**config.mk**
```make
export PLATFORM = sky130hd
export DESIGN_NAME = reg_file
export DESIGN_NICKNAME = d
export VERILOG_FILES = /design/src/rtl/reg_file.sv
export SDC_FILE = /design/constraint.sdc
export NUM_CORES = 2
export LEC_CHECK = 0
export BUFFER_PORTS_ARGS = -buffer_cell sky130_fd_sc_hd__buf_2
export CORE_ASPECT_RATIO = 1.75
export CORE_MARGIN = 10
export CORE_UTILIZATION = 35
export CTS_CLUSTER_SIZE = 10
export DETAILED_ROUTE_END_ITERATION = 12
export GPL_ROUTABILITY_DRIVEN = 0
export GPL_TIMING_DRIVEN = 0
export RECOVER_POWER = 50
export SLEW_MARGIN = 20
export SYNTH_ARGS = -nofsm -noshare
export SYNTH_HDL_FRONTEND = slang
export SYNTH_SLANG_ARGS = --single-unit
```
**constraint.sdc**
```tcl
create_clock -name clk -period 2.3 [get_ports clk]
set_input_delay 0.345 -clock clk [delete_from_list [all_inputs] [get_ports clk]]
set_output_delay 0.345 -clock clk [all_outputs]
set_load 0.05 [all_outputs]
```
**src/rtl/reg_file.sv**
```systemverilog
// Architectural register file: two combinational read ports, one synchronous write port, x0 tied to zero.
// Optional same-cycle write-to-read forwarding is enabled by defining REGFILE_BYPASS_EN.
module reg_file #(
  parameter int DATA_SIZE = 32,
  parameter int ADDR_SIZE = 5,
  parameter int A0_INDEX  = 10
) (
  input  logic                 clk,
  input  logic                 rst_n,
  input  logic [ADDR_SIZE-1:0] AD1,
  input  logic [ADDR_SIZE-1:0] AD2,
  input  logic [ADDR_SIZE-1:0] AD3,
  input  logic                 WE3,
  input  logic [DATA_SIZE-1:0] WD3,
  output logic [DATA_SIZE-1:0] RD1,
  output logic [DATA_SIZE-1:0] RD2,
  output logic [DATA_SIZE-1:0] a0
);

  localparam int                 DEPTH   = 2 ** ADDR_SIZE;
  localparam logic [ADDR_SIZE-1:0] A0_ADDR = ADDR_SIZE'(A0_INDEX);

  logic [DATA_SIZE-1:0] regs_r [DEPTH];
  logic                 wr_en_s;
  logic [DATA_SIZE-1:0] rd1_s;
  logic [DATA_SIZE-1:0] rd2_s;
  logic [DATA_SIZE-1:0] a0_s;

  // Writes to x0 are dropped here, so entry 0 holds its reset value of zero forever.
  assign wr_en_s = WE3 && (AD3 != {ADDR_SIZE{1'b0}});

  // Storage: asynchronous clear, single write port.
  always_ff @(posedge clk or negedge rst_n) begin
    if (!rst_n) begin
      for (int i = 0; i < DEPTH; i++) begin
        regs_r[i] <= {DATA_SIZE{1'b0}};
      end
    end else if (wr_en_s) begin
      regs_r[AD3] <= WD3;
    end
  end

  // Read ports and a0 mirror, with optional forwarding of the in-flight write.
  always_comb begin
    rd1_s = regs_r[AD1];
    rd2_s = regs_r[AD2];
    a0_s  = regs_r[A0_ADDR];
`ifdef REGFILE_BYPASS_EN
    // Forwarding is gated by rst_n so outputs stay zero throughout reset.
    if (rst_n && wr_en_s && (AD1 == AD3)) begin
      rd1_s = WD3;
    end else begin
      rd1_s = regs_r[AD1];
    end
    if (rst_n && wr_en_s && (AD2 == AD3)) begin
      rd2_s = WD3;
    end else begin
      rd2_s = regs_r[AD2];
    end
    if (rst_n && wr_en_s && (AD3 == A0_ADDR)) begin
      a0_s = WD3;
    end else begin
      a0_s = regs_r[A0_ADDR];
    end
`endif
  end

  assign RD1 = rd1_s;
  assign RD2 = rd2_s;
  assign a0  = a0_s;

endmodule

```
==> key figures <==
Status
  • Outcome: finished with violations
  • Failing checks: negative setup slack

Clocking
  • Htree depth: 3
  • Sink Count: 1024
  • CTS buffer count: 112
  • CTS tree: yes
  • Worst-Skew Late Latency: 0.71 ns
  • CTS root buf: clkbuf_16
  • Clock slew at reported path FFs: 0.05 ns
  • CTS Buffer Depth: 3

Pwr
  • Final Total Pwr: 53.6 mW
  • P_leak: 31.1 nW
  • Power per standard cell area: 804 nW/µm²
  • Peak supply drop: 620 µV

STA
  • Final Worst Setup Slack: -0.282 ns
  • Finish-stage setup viols: 110
  • Tcrit/Tclk final: 112%
  • Hold_ws: 0.480 ns
  • Final min period: 2.58 ns
  • Max transition margin: 15.2%
  • Worst Tran Pin Value: 1.27 ns
  • Fin Setup TNS: -14.06 ns
  • Final hold vios: 0
  • Fmax: 387 MHz
  • Final clock skew: 0 ns
  • RSZ-0062 raised after global routing: true
  • Max-slew violations: 0

Worst setup path
  • Slowest CP cell: buf_2
  • Crit path max-delay family: buffers and inverters
  • CP Class: input port to primary output
  • Data arrival, critical path: 2.24 ns
  • Crit-path most repeated cell: buf_6
  • Crit path buf inv count: 5
  • Cells on worst reg2reg path: 1
  • CP startpoint kind: input port
  • Crit-path cells: buf_2 > nor2b_4 > buf_6 > buf_6 > buf_2 > nand2_1 > nand3_1 > nand3_2 > buf_6
  • Stages on worst setup path: 9
  • CP max FO: 10
  • Largest stage delay, worst path: 0.29 ns
  • Worst setup EP type: primary output
  • Critical path required time: 1.96 ns

GRT
  • Total track usage: 24.5%
  • GRT overflow: 0
  • Number of global-route vias before repair: 42410
  • Initial antenna violation count: 18
  • Largest net degree at the start of global routing: 119
  • First-pass GRT wire length: 310000 µm

Drt
  • Drt wl/cell: 31.7 µm
  • First-pass iteration count of the detailed router: 6
  • Total number of vias: 40638
  • Vias per inst: 5.77
  • DRT iter0 DRCs: 2883
  • Routed Antenna Nets: 0
  • Final WL: 224000 µm
  • # DRC: 0

Floorplanning
  • Die width: 323 µm
  • Initial Utilization: 35.2%
  • Die Area: 178000 µm²
  • Io pins: 146
  • Row cnt: 194
  • Die H: 550 µm
  • Core footprint: 160000 µm²

Logic synthesis
  • Post-synth EDFFs: 0
  • Mux contribution to synthesized area: 38.1%
  • Count of cell types in the netlist: 28
  • Xor/xnor share of the synthesized area: 0%
  • Synth Area in Compound Gates: 6.98%
  • Post-synth top cells: 1024 x dfrtp_1, 1024 x mux2i_1, 953 x mux2_2
  • Syn nets: 4683
  • Synth Warn #: 0
  • Synth area leaders: dfrtp_1 46%, mux2_2 19%, mux2i_1 18%
  • Top cell type's share of synthesized area: 45.6%
  • Synthesized-area fraction occupied by and/or/nand/nor cells: 4.38%
  • Most used DFF post-synth: dfrtp_1
  • Syn Area/Cell: 12.1 µm²
  • Largest family of logic cells by synthesized area: multiplexers
  • Cell taking the most area after synthesis: dfrtp_1
  • Post-synthesis register bit count: 1024
  • Asr flop ratio synth: 100%
  • Synth Area in Adders: 0%
  • Gate Count Post-Synth: 4633
  • Sequential fraction of the synthesis area: 45.6%
  • Syn Std Cell Area: 56200 µm²

Placement
  • Area post-placement: 59800 µm²
  • Placed cells: 6845
  • Port bufs: 143
  • HPWL after DPL: 173000 µm
  • Pre-CTS setup slack: -2.03 ns

Layout
  • Layout cell share with drive strength beyond 1: 35.9%
  • Design Area, Final: 66600 µm²
  • # nets final: 5024
  • P&R area growth vs syn: 18.6%
  • End-of-flow core utilization: 41.7%
  • Final Non-Filler Cells: 7046

Flow run
  • MaxCap Viol Count: 0

Min path
  • WHS Path Cells: 1
  • Worst Hold Class: flop to flop
[placed cells by master, fill, tap and decap left out, drive strengths merged, types with 2 or more instances in the layout]
| cell | instances |
|---|---|
| a22o | 128 |
| nand3b | 4 |
| bufbuf | 5 |
| nor2b | 4 |
| a22oi | 192 |
| nand2 | 210 |
| inv | 4 |
| a21oi | 192 |
| or2 | 3 |
| dfrtp | 1024 |
| dlygate4sd3 | 37 |
| nor3b | 4 |
| nor2 | 19 |
| mux2i | 1024 |
| mux2 | 992 |
| nor3 | 65 |
| clkbuf | 418 |
| nand3 | 194 |
| buf | 389 |
| diode | 6 |
| and2 | 2 |
| a31oi | 64 |
| nand2b | 4 |
[kinds of logic (layout without fill, tap and decap cells)]
group	count (synthesis)	count (layout)
mux	2016	2016
flops	1024	1024
compound gates	576	576
simple gates	512	512
buf+inv	505	854
other cells	0	6
[registers in the layout, indices dropped and copies added (netlist names)]
register  count
regs_r      992
a0           32
[final timing paths]
check,startpoint,end,slack [ns]
setup / recovery,AD1[0],RD1[26],-0.28
hold / removal,regs_r[998],regs_r[998],0.48
setup reg to reg,a0[21],a0[21],1.42
hold reg to reg,regs_r[998],regs_r[998],0.48
max in group asynchronous,rst_n,regs_r[946],-0.04
min in group asynchronous,rst_n,regs_r[572],1.01
[final cells by class]
class                   count  area (µm²)
fillers                 15059       93100
multi-input cells        3104       29100
flip-flops and latches   1024       25700
plain buffers             503        3970
clock buffers             118        2860
well taps                2058        2570
repair buffers            229        2430
clock inverters             4        35.0
diodes                      6        15.0
[layer usage]
layer / share of wire [%] / up-vias / track usage (%)
met1: 35 / 20542 / 25.5
li1: - / 17637 / -
met5: 0.052 / - / 0
met4: 11 / 22 / 22.9
met2: 48 / 1664 / 41.4
met3: 5.7 / 773 / 4.39
[report_power, final]
group / internal [mW] / leakage [nW] / switching (mW)
clock network: 8.63 / 1.42 / 7.37
logic: 6.24 / 16.6 / 7.06
registers: 21.5 / 13.1 / 2.78
[what timing repair did]
| action | in CTS | in global routing |
|---|---|---|
| gates cloned | 11 | 4 |
| setup endpoints to repair | 425 | 110 |
| hold endpoints to repair | 149 | 0 |
| resized for setup | 841 | 117 |
| buffers inserted | 11 | 5 |
| pin swaps | 140 | 104 |
| hold buffers | 44 | 0 |
No activity file was read; power rests on OpenSTA's default activity.
